===== src/rtl/dp_fork_scheduler.sv =====
// Fork-token scheduler for the dining-philosophers FSM network.
// Optional starvation monitor enabled by defining DP_STARVE_MON_EN.
module dp_fork_scheduler #(
  parameter int N_PHIL   = 5,
  parameter int MAX_WAIT = 15,
  parameter int WAIT_W   = 4
) (
  input  logic              clk,
  input  logic              reset,
  input  logic [N_PHIL-1:0] req_eat,
  input  logic [N_PHIL-1:0] req_done,
  output logic [N_PHIL-1:0] fire_take,
  output logic [N_PHIL-1:0] fire_release,
  output logic [N_PHIL-1:0] eating,
  output logic [N_PHIL-1:0] fork_busy
`ifdef DP_STARVE_MON_EN
  ,
  output logic [N_PHIL-1:0] starve
`endif
);

  localparam int RR_W = $clog2(N_PHIL);

  if (N_PHIL < 2 || (1 << WAIT_W) <= MAX_WAIT) begin : g_bad_cfg
    $error("dp_fork_scheduler: bad parameters");
  end

  typedef enum logic [1:0] {
    THINK = 2'd0,
    WAIT  = 2'd1,
    EAT   = 2'd2
  } ph_t;

  ph_t               st_q [N_PHIL];
  ph_t               st_d [N_PHIL];
  logic [RR_W-1:0]   rr_q;
  logic [RR_W-1:0]   rr_d;
  logic [N_PHIL-1:0] cand;
  logic [N_PHIL-1:0] grant;
  logic [N_PHIL-1:0] done;
  logic [N_PHIL-1:0] take_q;
  logic [N_PHIL-1:0] rel_q;
  logic [2*N_PHIL-1:0] cand_rot;
  logic [2*N_PHIL-1:0] gnt_rot;
  logic [N_PHIL-1:0] hit;
  logic              found;
  int                nxt;

  assign fire_take    = take_q;
  assign fire_release = rel_q;

  // Eating and fork ownership follow directly from registered states.
  always_comb begin
    eating    = '0;
    fork_busy = '0;
    cand      = '0;
    for (int i = 0; i < N_PHIL; i++) begin
      eating[i] = (st_q[i] == EAT);
    end
    for (int j = 0; j < N_PHIL; j++) begin
      fork_busy[j] = eating[j] | eating[(j + N_PHIL - 1) % N_PHIL];
    end
    for (int i = 0; i < N_PHIL; i++) begin
      cand[i] = (st_q[i] == WAIT) && !fork_busy[i]
                && !fork_busy[(i + 1) % N_PHIL];
    end
  end

  // Round-robin pick: rotate candidates by rr, take lowest, rotate back.
  always_comb begin
    cand_rot = {cand, cand} >> rr_q;
    hit      = '0;
    found    = 1'b0;
    nxt      = 0;
    rr_d     = rr_q;
    for (int k = 0; k < N_PHIL; k++) begin
      if (!found && cand_rot[k]) begin
        found  = 1'b1;
        hit[k] = 1'b1;
        nxt    = int'(rr_q) + k + 1;
      end
    end
    if (nxt >= N_PHIL) begin
      nxt = nxt - N_PHIL;
    end
    if (found) begin
      rr_d = RR_W'(nxt);
    end
    gnt_rot = {{N_PHIL{1'b0}}, hit} << rr_q;
    grant   = gnt_rot[N_PHIL-1:0] | gnt_rot[2*N_PHIL-1:N_PHIL];
  end

  // Per-philosopher THINK/WAIT/EAT next state.
  always_comb begin
    done = '0;
    for (int i = 0; i < N_PHIL; i++) begin
      st_d[i] = st_q[i];
      unique case (st_q[i])
        THINK: if (req_eat[i]) st_d[i] = WAIT;
        WAIT:  if (grant[i]) st_d[i] = EAT;
        EAT: begin
          if (req_done[i]) begin
            st_d[i] = THINK;
            done[i] = 1'b1;
          end
        end
        default: st_d[i] = THINK;
      endcase
    end
  end

  // State, pointer and strobe registers.
  always_ff @(posedge clk) begin
    if (!reset) begin
      for (int i = 0; i < N_PHIL; i++) begin
        st_q[i] <= THINK;
      end
      rr_q   <= '0;
      take_q <= '0;
      rel_q  <= '0;
    end else begin
      for (int i = 0; i < N_PHIL; i++) begin
        st_q[i] <= st_d[i];
      end
      rr_q   <= rr_d;
      take_q <= grant;
      rel_q  <= done;
    end
  end

`ifdef DP_STARVE_MON_EN
  logic [WAIT_W-1:0] cnt_q [N_PHIL];
  logic [N_PHIL-1:0] starve_q;

  assign starve = starve_q;

  // Saturating wait counters; starve flag is sticky until reset.
  always_ff @(posedge clk) begin
    if (!reset) begin
      for (int i = 0; i < N_PHIL; i++) begin
        cnt_q[i] <= '0;
      end
      starve_q <= '0;
    end else begin
      for (int i = 0; i < N_PHIL; i++) begin
        if (st_q[i] == THINK && req_eat[i]) begin
          cnt_q[i] <= '0;
        end else if (st_q[i] == WAIT && cnt_q[i] != '1) begin
          cnt_q[i] <= cnt_q[i] + 1'b1;
        end
        if (st_q[i] == WAIT && cnt_q[i] >= WAIT_W'(MAX_WAIT - 1)) begin
          starve_q[i] <= 1'b1;
        end
      end
    end
  end
`endif

endmodule


===== config.mk =====
export PLATFORM = sky130hd
export DESIGN_NAME = dp_fork_scheduler
export DESIGN_NICKNAME = d
export VERILOG_FILES = /design/src/rtl/dp_fork_scheduler.sv
export SDC_FILE = /design/constraint.sdc
export NUM_CORES = 1
export LEC_CHECK = 0
export BUFFER_PORTS_ARGS = -buffer_cell sky130_fd_sc_hd__buf_2
export CORE_MARGIN = 5
export CORE_UTILIZATION = 40
export CTS_CLUSTER_DIAMETER = 150
export DETAILED_ROUTE_END_ITERATION = 8
export MAX_ROUTING_LAYER = met4
export SLEW_MARGIN = 40
export SYNTH_ARGS = -nofsm -noshare
export SYNTH_HDL_FRONTEND = slang
export SYNTH_SLANG_ARGS = --single-unit
export TNS_END_PERCENT = 30

===== constraint.sdc =====
create_clock -name clk -period 9 [get_ports clk]
set_input_delay 1.8 -clock clk [delete_from_list [all_inputs] [get_ports clk]]
set_output_delay 1.8 -clock clk [all_outputs]
set_load 0.03 [all_outputs]

---- Word level (Yosys, flattened, before mapping) ----
Memory sizes are Yosys's and may differ from the RTL's.
Index checks and enable logic that the tools add are counted.
word-level totals
  register bits after elaboration ......... 13
  bits in latches ......................... 0
  bits in writable memories ............... 10
  memory bits (read-only) ................. 0
  input bits .............................. 12
  word-level logic and storage cells ...... 121
  memories kept ........................... 1
memory list
  name  words  width  read ports  clocked after Yosys merged registers in  wr ports  line  RTL
  st_q  5      2      5           0                                        5         34    ph_t st_q [N_PHIL];
operators by class
  add/sub/neg operators ................... 9
  multiply operators ...................... 0
  div/mod/pow operators ................... 0
  order comparisons ....................... 1
  eq/ne operators ......................... 10
  shifts and indexed selects .............. 2
  mux-type cells .......................... 47
  bitwise gates (word level) .............. 11
  reduce and logical (&&, ||, !) cells .... 33
operator list
  kind                   count
  $mux W32               4
  $mux W2                20
  $ge A32 B4 Y1 const B  1
  $pmux W2 S3            5
  $add A4 B1 Y5 const B  4
  $mux W1                16
  $logic_and A1 B1 Y1    14
  $eq A2 B1 Y1 const B   5
  $eq A2 B2 Y1 const B   5
  $logic_not A2 Y1       5
  $or A1 B1 Y1           10
  $reduce_and A2 Y1      5
  $shl A5 B3 Y10         1
  $shr A10 B3 Y5         1
  $logic_not A1 Y1       9
  $add A3 B2 Y4 const B  2
  $or A5 B5 Y5           1
  $add A3 B1 Y4 const B  1
  $add A3 B3 Y4 const B  1
  $mux W4                1
  $mux W3                1
  $sub A3 B3 Y3 const B  1

---- Logic depth before layout (Yosys ltp) ----
Gate-level depths: netlist of run 1.
An unclocked memory read counts as a cell.
  depth after elaboration ................. 25
  depth in mapped cells ................... 15
  depth with buffers taken out ............ 13

---- Worst setup path after synthesis of run 1 ----
OpenSTA, ideal clock, no wires.
  path type ............................... reg2reg
  from .................................... register rr_q[0]
  to ...................................... register rr_q[1]
  library setup time ...................... 0.122 ns
  arrival ................................. 3.134 ns
  required time ........................... 8.878 ns
  path slack .............................. 5.745 ns
  cell stages (with the launch flop) ...... 16
  buffers on the path ..................... 3
  period minus slack after synthesis ...... 3.255 ns
  cells stage by stage .................... dfxtp_1 > buf_2 > inv_1 > buf_2 > buf_1 > ha_1 > inv_1 > nand2_1 > o32ai_1 > nor3_1 > a211o_1 > ha_1 > inv_1 > o32ai_1 > and3b_1 > o311a_1
between the ends
  word-level cells in the longest chain between the ends .. 16
  elaborated cells between the ends (all ways) .. 30
  those cells by class .................... add/sub (9); order compare (1); shift (1); mux (11); reduce/logical (8)
ends and longest elaborated chain
  element                                         line    RTL
  start, declared                                 36      logic [RR_W-1:0] rr_q;
  start signal, assigned                          125     rr_q <= rr_d;
  $shr A10 B3 Y5                                  71      cand_rot = {cand, cand} >> rr_q;
  $mux W1                                         77      if (!found && cand_rot[k]) begin
  $logic_not A1 Y1                                77
  $logic_and A1 B1 Y1                             77
  $mux W1                                         77
  $logic_not A1 Y1                                77
  $logic_and A1 B1 Y1                             77
  $mux W1                                         77
  $logic_not A1 Y1                                77
  $logic_and A1 B1 Y1                             77
  $mux W1                                         77
  $logic_not A1 Y1                                77
  $logic_and A1 B1 Y1                             77
  $mux W32                                        77
  $ge A32 B4 Y1 or $sub A3 B3 Y3 (tied branches)  83, 84
  $mux W3                                         83      if (nxt >= N_PHIL) begin
Parallel ways exist; a longest one is shown, timed or not.
A chain may end at the register's enable or synchronous reset.

---- Worst setup path after layout of run 1 ----
  from .................................... register rr_q[2]
  to ...................................... register rr_q[1]
Same word-level chain as after synthesis.

==> impl.org, run 1 <==
** Logic synthesis
- Number of synthesis warnings :: 0
- For this run, the leading register cell type out of synthesis is sky130_fd_sc_hd__dfxtp_1.
- By area the synthesized netlist is led by sky130_fd_sc_hd__dfxtp_1, sky130_fd_sc_hd__nand2_1, sky130_fd_sc_hd__nand3_1.
- Counting distinct cell types in the post-synthesis netlist gives 76.
- Synthesis produced a netlist whose cell count is 273.
- Nets in the synthesized netlist :: 290
- Flop and latch count out of synthesis :: 23
- Post-synthesis average cell area :: 8.36 um2
- In the synthesized netlist the async set-or-reset flop fraction comes to 0.
- The synthesized design contains 0 enable-type register cells.
- For this run, the register share of the synthesized area comes to 0.202.
- The share of synthesized area in the top cell type comes to 0.202.
- Netlist Area Pre-Place :: between 0.002 and 0.0025 mm2
- sky130_fd_sc_hd__dfxtp_1 takes more of the synthesized area than any other cell.

** Global routing
- Total congestion overflow :: 0
- Largest net degree at the start of global routing :: 28
- The number of global-route vias before repair came to between 2000 and 2500.
- The number of antenna violations at the first check in global routing was 0.
- Combined global-route utilization of all metal layers :: 0.183
- First-pass GRT wire length :: 10.7 mm

** Power
- Maximum vdd drop :: 0.000191 V
- Power density cells :: roughly 440 mW/mm2
- Cell leakage power :: 1.04 nW
- Final total power :: 1.08 mW

** Worst setup path
- Crit path to :: rr_q[1]$_SDFFE_PN0P_
- On the worst path, the slowest cell contributes a delay of a little under 0.9 ns.
- Launch point of the worst path :: rr_q[2]$_SDFFE_PN0P_
- The startpoint identified for the worst register-to-register timing path is rr_q[2]$_SDFFE_PN0P_.
- For this design, the slowest cell found on the critical path is sky130_fd_sc_hd__dfxtp_1.
- Minimum setup slack among reg-to-reg paths :: 4.93 ns
- The critical path crosses 10 cells after its start point.
- Worst-path fanout max :: 22
- Required time of the critical path :: 9.17 ns
- For the worst flop-to-flop path, the logic depth is 10.
- The worst setup path is captured at a flop.
- Crit Path Class :: reg2reg
- Walking the worst path, the cells encountered are clkinv_1 > nor2_1 > a31o_1 > a2bb2oi_1 > mux2i_1 > a211o_1 > ha_1 > o32ai_1 > a21boi_1 > o311a_1.
- CP Launch Type :: flop
- Counting both buffers and inverters, the worst setup path holds a total of 1.
- In this design, the largest share of critical-path delay is due to compound AO/OA/AOI/OAI gates.
- Data on the critical path arrives at its endpoint at 4.23 ns.
- Worst r2r dst :: rr_q[1]$_SDFFE_PN0P_

** STA
- For the final database, setup skew stands at 0.00213 ns.
- Based on the critical path, the design can be clocked at up to 246 MHz.
- Crit share post-route :: 0.452
- Final worst setup slack :: 4.93 ns
- Setup repair after global routing left no endpoint under its margin.
- Measured against its own limit, the worst slew margin works out to 0.430.
- Minimum clock period after layout :: 4.07 ns
- The number of slew-limit violations in the final report came to 0.
- The final number of hold-violating endpoints was 0.
- After routing, the total negative slack on setup checks comes to 0 ns.
- Transition time at the pin with the least slew margin :: 0.853 ns
- Final count of negative-setup-slack endpoints :: 0

** Place
- Cell count after placement :: 358
- Timing analysis after detailed placement gives a worst setup slack of 5.13 ns.
- Number of port buffers :: 31
- The congestion estimate from routability-driven global placement came to about 0.91.
- Once detailed placement completed, the half-perimeter wirelength came to about 4.7 mm.
- Cell area after placement :: 0.00241 mm2

** Finish
- P&R area growth vs syn :: 7.79%
- Net count, final :: a little over 300
- The repair_antennas step left the layout with diodes totalling 0.
- The finished layout holds 362 standard cells, fillers aside.
- Area occupied by multi-input gates :: 0.00165 mm2
- Summing all flip-flop and latch instances after layout gives 462 um2.
- Share of post-route cells with drive strength above 1 :: 0.259
- After routing the design area is 0.00246 mm2.
- After filler insertion, the fill cell instance count of the layout stands at 569.

** CTS
- TritonCTS built the clock tree.
- Clock tree synthesis inserted a total of 3 buffers.
- No sink is reached through more buffers than the 2 on the longest clock path.
- After clock tree synthesis, the repair step resized 0 gates.
- Hold buffer count at cts :: 0
- Latest clock arrival within the worst-skew pair :: around 0.27 ns
- After clock tree synthesis, the clock-pin slew on the worst setup and hold paths is 0.09 ns.
- In this run the number of H-tree levels came out at 1.
- Once the clock tree was built, the setup fixing pass inserted 0 buffers.
- Sink Count :: 23
- Clk Tree Root Cell :: sky130_fd_sc_hd__clkbuf_8

** Floorplanning
- Overall die height :: 85.5 um
- During I/O placement, the number of pins put on the boundary was 32.
- Row generation in the floorplan step produced 27 rows.
- Core box area :: around 0.0055 mm2
- Overall die width :: 85.5 um
- The initial utilization of the core area, before any placement, comes to 0.412.
- Die Outline Area :: 0.00732 mm2

** Min path
- In this run the worst hold path is classified as reg2reg.
- The startpoint identified for the worst hold timing path is st_q[0][7]$_SDFFE_PN0P_.

** Routing
- Summed over all layers, the routed wires come to 6.41 mm.
- Once detail routing completed, the nets flagged for antenna violations numbered 0.
- The detailed router placed about 2300 vias in this run.
- In this run, the number of DRC markers left after iteration 0 of detailed routing was between 300 and 400.
- DR DRC count :: 0
- Detailed-router iteration count before antenna repair :: 5
- After detailed routing, the number of vias per cell comes to 6.33.
- In the final routed layout, each cell accounts on average for 17.7 um.

** Run
- The tool flagged a number of max-cap violations equal to 0.

** Run status
- The run finished with clean final reports.
## cell families (layout without fill, tap and decap cells)
logic type	count (synthesis)	count (layout)	synth area share
adder cells (fa/ha/maj)	5	5	0.0274
AO/OA/AOI/OAI	75	75	0.245
flip-flops	23	23	0.202
AND/OR/NAND/NOR	123	123	0.362
XOR/XNOR	1	1	0.00384
buffers and inverters	32	49	0.0773
multiplexers	14	14	0.0822
## registers in the layout, indices dropped and copies added (netlist names)
name / cells
fire_take: 5
rr_q: 3
fire_release: 5
st_q: 10
## power breakdown
group	switching (mW)	internal, mW	total [mW]
clock network	0.0382	0.0314	0.0696
logic	0.522	0.318	0.840
registers	0.0368	0.138	0.174
total	0.597	0.487	1.08
## stage by stage
stage,hold WS (ns),utilization
detailed placement,0.466,0.435
CTS,0.477,0.444
global placement,0.458,0.435
finish,0.471,0.444
floorplan,0.438,-
global route,0.488,0.444
## cells in the final DEF (no fill, tap or decap), types with 8 or more instances in the layout
| cell | count |
|---|---|
| sky130_fd_sc_hd__buf_2 | 31 |
| sky130_fd_sc_hd__o21ai_0 | 11 |
| sky130_fd_sc_hd__nand4_1 | 12 |
| sky130_fd_sc_hd__inv_1 | 8 |
| sky130_fd_sc_hd__and2_1 | 8 |
| sky130_fd_sc_hd__dfxtp_1 | 22 |
| sky130_fd_sc_hd__nand3_1 | 15 |
| sky130_fd_sc_hd__nand2_1 | 22 |
| sky130_fd_sc_hd__a21oi_1 | 11 |
| sky130_fd_sc_hd__nor2_1 | 13 |
## metal layers
metal	vias up	part of all wire	global-route usage
met1	1082	0.46	0.252
met2	110	0.46	0.285
met5	-	0	-
li1	1085	-	-
met3	14	0.055	0.0192
met4	0	0.023	0.0475
## worst min-delay path by stage
stage / end / cells past startpoint / slack (ns)
after floorplan: st_q[0][6]$_SDFFE_PN0P_ / 1 / 0.44
after global placement: st_q[0][6]$_SDFFE_PN0P_ / 1 / 0.46
after detailed placement: st_q[0][6]$_SDFFE_PN0P_ / 1 / 0.47
after CTS: st_q[0][6]$_SDFFE_PN0P_ / 1 / 0.48
after global routing: st_q[0][6]$_SDFFE_PN0P_ / 1 / 0.49
final: st_q[0][6]$_SDFFE_PN0P_ / 1 / 0.47
## cell usage after synthesis, types with 6 or more instances
master	instances
sky130_fd_sc_hd__and3_1	7
sky130_fd_sc_hd__nand2_1	22
sky130_fd_sc_hd__inv_1	9
sky130_fd_sc_hd__a21oi_1	11
sky130_fd_sc_hd__a31oi_1	7
sky130_fd_sc_hd__nand4_2	6
sky130_fd_sc_hd__nor2_1	13
sky130_fd_sc_hd__clkbuf_1	6
sky130_fd_sc_hd__nand3_1	15
sky130_fd_sc_hd__and2_1	8
sky130_fd_sc_hd__mux2i_1	6
sky130_fd_sc_hd__nor3_1	7
sky130_fd_sc_hd__dfxtp_1	23
sky130_fd_sc_hd__o21ai_0	11
sky130_fd_sc_hd__nand4_1	12
## area by class of cell
type	count	area share
clock buffer	3	0.0168
clock inverter	1	0.00305
multi-input combinational	218	0.669
tap	72	0.0366
timing repair buffer	32	0.0661
sequential	23	0.188
inverter	13	0.0209
Power figures use the tool's default switching activity.
==> inputs of run 2 (changes only) <==
- clock period: 9 -> 3.4 ns (I/O delays scaled with it)
==> run 2 against run 1 <==
Effect of this change:
- die area unchanged
- first-iteration DRC count down 13%
- cell area up 7.4%
- count of clock-buffer cells in the layout unchanged
- hold slack worse by 0.0039 ns
- largest cell class unchanged
- highest routed layer unchanged
==> impl.org, run 2 (synthesis results as in run 1) <==
** Run status
- Outcome :: completed

** CTS
- Clock latency on the worst-skew pair, taken at its later pin, is 0.28 ns.
- CTS built an H-tree with a depth of 1.
- No sink is reached through more buffers than the 2 on the longest clock path.
- Hold buffer count at cts :: 0
- Clock-pin slew was measured on the worst setup and hold paths at 0.09 ns.
- CTS placed an instance of sky130_fd_sc_hd__clkbuf_8 at the clock tree root.
- For this design, the sink count on the clock tree is 23.
- Number of CTS-inserted buffers :: 3
- CTS tree :: yes

** Power
- The analysis attributes to net switching a power of 1.69 mW.
- Of the total power, the clock network draws 0.059.
- Cell leakage power :: around 1.1 nW
- The internal portion of the total power is around 1.5 mW.
- Seq pwr share :: 0.139
- Power density cells :: between 1000 and 1500 mW/mm2
- Of the total power, the share spent switching nets is 0.537.
- Maximum vdd drop :: 0.000528 V
- Relative contribution of combinational cells to total power :: 0.802
- Total power for the finished layout comes to 3.14 mW.

** Run
- Max capacitance violation total :: 0

** Routing
- DR DRC count :: 0
- The routed design has 7.04 mm of wire.
- Count of vias placed by the detailed router :: 2388
- Drt via density :: 6.28
- Wirelength per Cell :: around 19 um
- Final ANT Viol Nets :: 0
- In this run, the number of DRC markers left after iteration 0 of detailed routing was 287.
- Detailed-router iteration count before antenna repair :: 4

** Finish
- For this run, the post-layout net count is ~330.
- Top register by number of flip-flops :: st_q
- The finished layout holds 380 standard cells, fillers aside.
- The register with the most flip-flops in the layout has 10 of them.
- From synthesis to final layout, the design area changed by 15.8%.
- Leading cell type in the layout, fill and taps excluded :: sky130_fd_sc_hd__buf_2
- The top cell types in the final layout, fill and taps aside, are sky130_fd_sc_hd__buf_2, sky130_fd_sc_hd__dfxtp_1, sky130_fd_sc_hd__nand2_1.
- Total of fill cells in the finished design :: 571
- For this run, the share of the core covered by cells in the final layout is 0.477.
- Share of post-route cells with drive strength above 1 :: 0.312
- Once layout is done, the placed cells without fillers occupy roughly 0.0026 mm2.
- Summing all multi-input logic gate instances after layout gives roughly 0.0017 mm2.
- Storage cell area :: 460 um2
- The number of antenna diodes in the final layout is 0.

** Floorplanning
- Measured along the x axis, the die boundary spans 85.5 um.
- The floorplan step defined a die boundary enclosing roughly 0.0073 mm2.
- The initial utilization of the core area, before any placement, comes to 0.412.
- Core box area :: 0.00554 mm2
- Pin placement for this block handled 32 I/O pins.
- Overall die height :: 85.5 um
- Floorplan row count :: 27

** Worst setup path
- Startpoint of the lowest-slack register-to-register path :: st_q[0][2]$_SDFFE_PN0P_
- STA classifies the critical path startpoint as a flop.
- Endpoint kind of the worst setup timing path :: flop
- STA puts the critical path data arrival time at between 3 and 4 ns.
- Worst-path fanout max :: 7
- Minimum setup slack among reg-to-reg paths :: approximately 0.14 ns
- The worst setup path is of the reg2reg kind.
- Cell depth of the worst flop-to-flop path :: 13
- Required time of the critical path :: roughly 3.6 ns
- Worst r2r dst :: rr_q[1]$_SDFFE_PN0P_

** Place
- Number of port buffers :: 31
- Timing analysis after detailed placement gives a worst setup slack of 0.165 ns.
- Cell area after placement :: 0.00255 mm2
- Summed over all nets, the half-perimeter wirelength after detailed placement is 5.28 mm.
- Last weighted congestion value of the routability-driven placer :: 0.949
- The number of placed instances, taps included, is 375.

** Global routing
- Combined global-route utilization of all metal layers :: 0.196
- The number of global-route vias before repair came to 2294.
- The number of antenna violations at the first check in global routing came to 0.
- First-pass GRT wire length :: 11.4 mm
- Largest net degree at the start of global routing :: 25
- Global routing finished with a remaining overflow of 0.

** STA
- Number of failing hold endpoints at the final stage :: 0
- Final count of negative-setup-slack endpoints :: 0
- Final Skew :: slightly above 0.005 ns
- Number of pins with negative max-slew slack in the final report :: 0
- Crit share post-route :: 0.960
- After routing, the total negative slack on setup checks comes to 0 ns.
- Minimum hold slack :: 0.467 ns
- Minimum clock period after layout :: 3.26 ns
- Final worst setup slack :: 0.137 ns
- Headroom to the max-slew limit :: 0.709
- At the pin with the least slew margin, the transition time is 0.426 ns.
- Highest attainable clock frequency :: 306 MHz

** Min path
- Worst min-delay path class :: reg2reg
- Cell depth of the worst hold path :: 1
- For hold timing, the worst endpoint is st_q[0][6]$_SDFFE_PN0P_.
- Min-delay src :: st_q[0][7]$_SDFFE_PN0P_
-- run 2: cell types whose count changed in the layout (fill, tap and decap cells not counted), sizes merged --
cell    previous run  this run
buf               32        50
inv               11        12
clkinv             2         1
-- run 2: layout make-up --
class | count | share of cell area
Inverter | 13 | 0.0194
Multi-Input combinational cell | 218 | 0.636
Tap cell | 72 | 0.0341
Sequential cell | 23 | 0.174
Timing Repair Buffer | 50 | 0.117
Clock inverter | 1 | 0.00284
Clock buffer | 3 | 0.0156
-- run 2: worst max path at each step --
stage | start | slack (ns) | depth (start not counted) | endpoint
4_1_cts | st_q[0][6]$_SDFFE_PN0P_ | 0.14 | 14 | rr_q[1]$_SDFFE_PN0P_
6_report | st_q[0][2]$_SDFFE_PN0P_ | 0.14 | 13 | rr_q[1]$_SDFFE_PN0P_
3_5_place_dp | st_q[0][6]$_SDFFE_PN0P_ | 0.17 | 14 | rr_q[1]$_SDFFE_PN0P_
3_3_place_gp | st_q[0][2]$_SDFFE_PN0P_ | 0.17 | 13 | rr_q[1]$_SDFFE_PN0P_
5_1_grt | st_q[0][2]$_SDFFE_PN0P_ | -0.08 | 13 | rr_q[1]$_SDFFE_PN0P_
2_1_floorplan | rr_q[0]$_SDFFE_PN0P_ | 0.14 | 15 | rr_q[1]$_SDFFE_PN0P_
-- run 2: per-layer routing --
metal,global-route usage,vias to the layer above,wire (um)
li1,-,1125,-
met1,0.252,1157,3170
met2,0.297,86,3280
met3,0.0336,20,389
met4,0.0921,0,197
met5,-,-,0
-- run 2: what timing repair did --
item | 4_1_cts | 5_1_grt
setup endpoints to repair | 0 | 2
resized for setup | 0 | 7
setup buffers | 0 | 1
-- run 2: power by group through the flow --
| stage | clock network (mW) | registers (mW) | logic [mW] |
|---|---|---|---|
| floorplan | 0 | 0.482 | 1.76 |
| global route | 0.203 | 0.453 | 2.73 |
| global placement | 0 | 0.441 | 2.38 |
| finish | 0.185 | 0.438 | 2.52 |
| detailed placement | 0 | 0.445 | 2.38 |
| CTS | 0.191 | 0.438 | 2.39 |
-- run 2: critical path, cell delays in order (launching register included) --
cell,delay [ns]
sky130_fd_sc_hd__dfxtp_1,0.37
sky130_fd_sc_hd__nand2b_2,0.19
sky130_fd_sc_hd__buf_4,0.18
sky130_fd_sc_hd__nand4_2,0.17
sky130_fd_sc_hd__a2111oi_1,0.48
sky130_fd_sc_hd__a31o_1,0.18
sky130_fd_sc_hd__a2bb2oi_1,0.26
sky130_fd_sc_hd__mux2i_1,0.12
sky130_fd_sc_hd__a211o_1,0.30
sky130_fd_sc_hd__ha_1,0.22
sky130_fd_sc_hd__inv_1,0.09
sky130_fd_sc_hd__o32ai_2,0.11
sky130_fd_sc_hd__and3b_1,0.21
sky130_fd_sc_hd__o311a_1,0.28
==> inputs of run 3 (changes only) <==
- CORE_UTILIZATION: 40 -> 45
- PLACE_DENSITY: default -> 0.68
==> run 3 against run 2 <==
Effect of this change:
- via count increased by 1.2%
- critical path type unchanged
- utilization is 4.5 points higher
- hold slack gained 0.045 ns
- clock skew is essentially flat
==> impl.org, run 3 (synthesis results as in run 1) <==
** Run status
- The run finished with clean final reports.

** Global routing
- Number of antenna violations at the first check in global routing :: 0
- After global routing the overflow that remains totals 0.
- The first global-routing pass estimated 11.1 mm of wire.
- For met2 alone, demand over resource in global routing was 0.343.
- Vias in the first global route :: 2268
- Met1 Usage GRT :: 0.276
- Largest net degree at the start of global routing :: 25
- In the global route stage, overall resource usage came out at 0.217.
- The global routing stage identified its most utilized layer as met2.
- For this run, global-route usage on met3 was measured as 0.0344.

** Routing
- DR DRC count :: 0
- For this block, the routed nets add up to 6.50 mm of wire.
- The detail route stage leaves a number of antenna-violating nets equal to 0.
- For this block, the initial DRC count from the detailed router was 326.
- The routed layout has roughly 2400 vias.
- Detailed-router iteration count before antenna repair :: 5
- Wirelength per Cell :: 17.4 um
- Drt via density :: 6.46

** Finish
- Total of fill cells in the finished design :: 502
- Final cell area excluding filler cells :: 0.00261 mm2
- Number of antenna repair diodes :: 0
- Leading cell type in the layout, fill and taps excluded :: sky130_fd_sc_hd__buf_2
- In the layout the commonest cells are sky130_fd_sc_hd__buf_2, sky130_fd_sc_hd__dfxtp_1, sky130_fd_sc_hd__nand2_1.
- The count of cells in the finished layout, fillers not included, comes to 374.
- P&R area growth vs syn :: 14.5%
- The multi-input combinational cells in the finished layout cover a total of 0.00170 mm2.
- Top register by number of flip-flops :: st_q
- Share of post-route cells with drive strength above 1 :: 0.306
- For this run, the post-layout net count is 322.
- Storage cell area :: 460 um2
- Flip-flop count of the largest register after layout :: 10

** Power
- Maximum vdd drop :: 0.000522 V
- Power density cells :: ~1200 mW/mm2
- Cell leakage power :: 1.12 nW
- The completed layout was analyzed and its total power is between 3 and 4 mW.

** Run
- Max capacitance violation total :: 0

** STA
- Setup violations remaining at the end of the flow were counted as 0.
- Final worst setup slack :: approximately 0.22 ns
- Minimum clock period after layout :: 3.18 ns
- The number of slew-limit violations in the final report is 0.
- Headroom to the max-slew limit :: 0.722
- Final Skew :: 0.00512 ns
- Highest attainable clock frequency :: 314 MHz
- Number of failing hold endpoints at the final stage :: 0
- Transition time at the pin with the least slew margin :: 0.417 ns
- Summed over all failing endpoints, the final setup total negative slack is 0 ns.
- Crit share post-route :: 0.936

** Worst setup path
- STA puts the critical path data required time at 3.57 ns.
- Data arrival time of the critical path :: approximately 3.4 ns
- Worst-path fanout max :: 8
- The worst setup path is of the reg2reg kind.
- CP Launch Type :: flop
- Endpoint kind of the worst setup timing path :: flop

** Place
- HPWL reported at the end of detailed placement :: slightly below 5 mm
- Cell area after placement :: 0.00251 mm2
- Setup slack after placement :: roughly 0.16 ns
- Last weighted congestion value of the routability-driven placer :: 0.978
- Cell count after placement :: 370
- Port buffering added 31 buffers.

** Min path
- The worst hold path belongs to the class reg2reg.

** Floorplanning
- After floorplanning, the core was sized to cover between 0.005 and 0.006 mm2.
- Overall die height :: a little over 80 um
- Starting utilization of the core area :: 0.456
- 32 I/O pins were placed.
- The floorplan step defined a die boundary enclosing 0.00660 mm2.
- Floorplan row count :: 26
- Overall die width :: 81.2 um

** CTS
- Clock-pin slew reported for the worst setup and hold paths after clock tree synthesis :: 0.09 ns
- In this run the deepest clock path goes through 2 buffers.
- TritonCTS built the clock tree.
- Hold repair after CTS inserted 0 buffers.
- Counting the buffers created by CTS gives 3.
- For this design, the sink count on the clock tree is 23.
- Latest clock arrival within the worst-skew pair :: 0.28 ns
- CTS placed an instance of sky130_fd_sc_hd__clkbuf_8 at the clock tree root.
- In this run the number of H-tree levels came out at 1.
[run 3: repair_timing]
action                                  CTS  global route
gates resized for setup                   0            10
endpoints found under the setup margin    0             5
buffers inserted                          0             0
[run 3: metrics by stage]
| step | hold WS, ns | utilization |
|---|---|---|
| floorplan | 0.438 | - |
| CTS | 0.479 | 0.511 |
| global route | 0.547 | 0.521 |
| detailed placement | 0.461 | 0.501 |
| finish | 0.513 | 0.521 |
| global placement | 0.451 | 0.501 |
[run 3: worst paths after layout]
kind / start / end / slack, ns / cells past startpoint
max: st_q[0][2]$_SDFFE_PN0P_ / rr_q[1]$_SDFFE_PN0P_ / 0.22 / 13
min: st_q[0][2]$_SDFFE_PN0P_ / st_q[0][2]$_SDFFE_PN0P_ / 0.51 / 2
max reg2reg: st_q[0][2]$_SDFFE_PN0P_ / rr_q[1]$_SDFFE_PN0P_ / 0.22 / 13
min reg2reg: st_q[0][2]$_SDFFE_PN0P_ / st_q[0][2]$_SDFFE_PN0P_ / 0.51 / 2
[run 3: worst max-delay path, stage by stage, from the launching register on]
cell                       delay, ns
sky130_fd_sc_hd__dfxtp_1        0.34
sky130_fd_sc_hd__nand2b_1       0.20
sky130_fd_sc_hd__buf_4          0.19
sky130_fd_sc_hd__nand4_2        0.20
sky130_fd_sc_hd__nand3_4        0.14
sky130_fd_sc_hd__a221o_1        0.39
sky130_fd_sc_hd__nor3_1         0.30
sky130_fd_sc_hd__nor3_1         0.10
sky130_fd_sc_hd__a211o_1        0.35
sky130_fd_sc_hd__ha_1           0.22
sky130_fd_sc_hd__inv_1          0.08
sky130_fd_sc_hd__o32ai_2        0.10
sky130_fd_sc_hd__and3b_1        0.20
sky130_fd_sc_hd__o311a_1        0.28
[run 3: final cells by class]
type / count / area share
multi-input combinational: 218 / 0.649
sequential: 23 / 0.176
timing repair buffer: 46 / 0.102
tap: 70 / 0.0335
inverter: 13 / 0.0196
clock buffer: 3 / 0.0158
clock inverter: 1 / 0.00287
[run 3: metal layers]
metal / vias up / wire length [um]
met4: 0 / 246
met3: 31 / 556
met1: 1126 / 2750
met2: 146 / 2940
met5: - / 0
li1: 1114 / -
[run 3: power by group]
part	internal (mW)	switching, mW
logic	0.964	1.47
clock network	0.0833	0.101
registers	0.364	0.0772
total	1.41	1.65
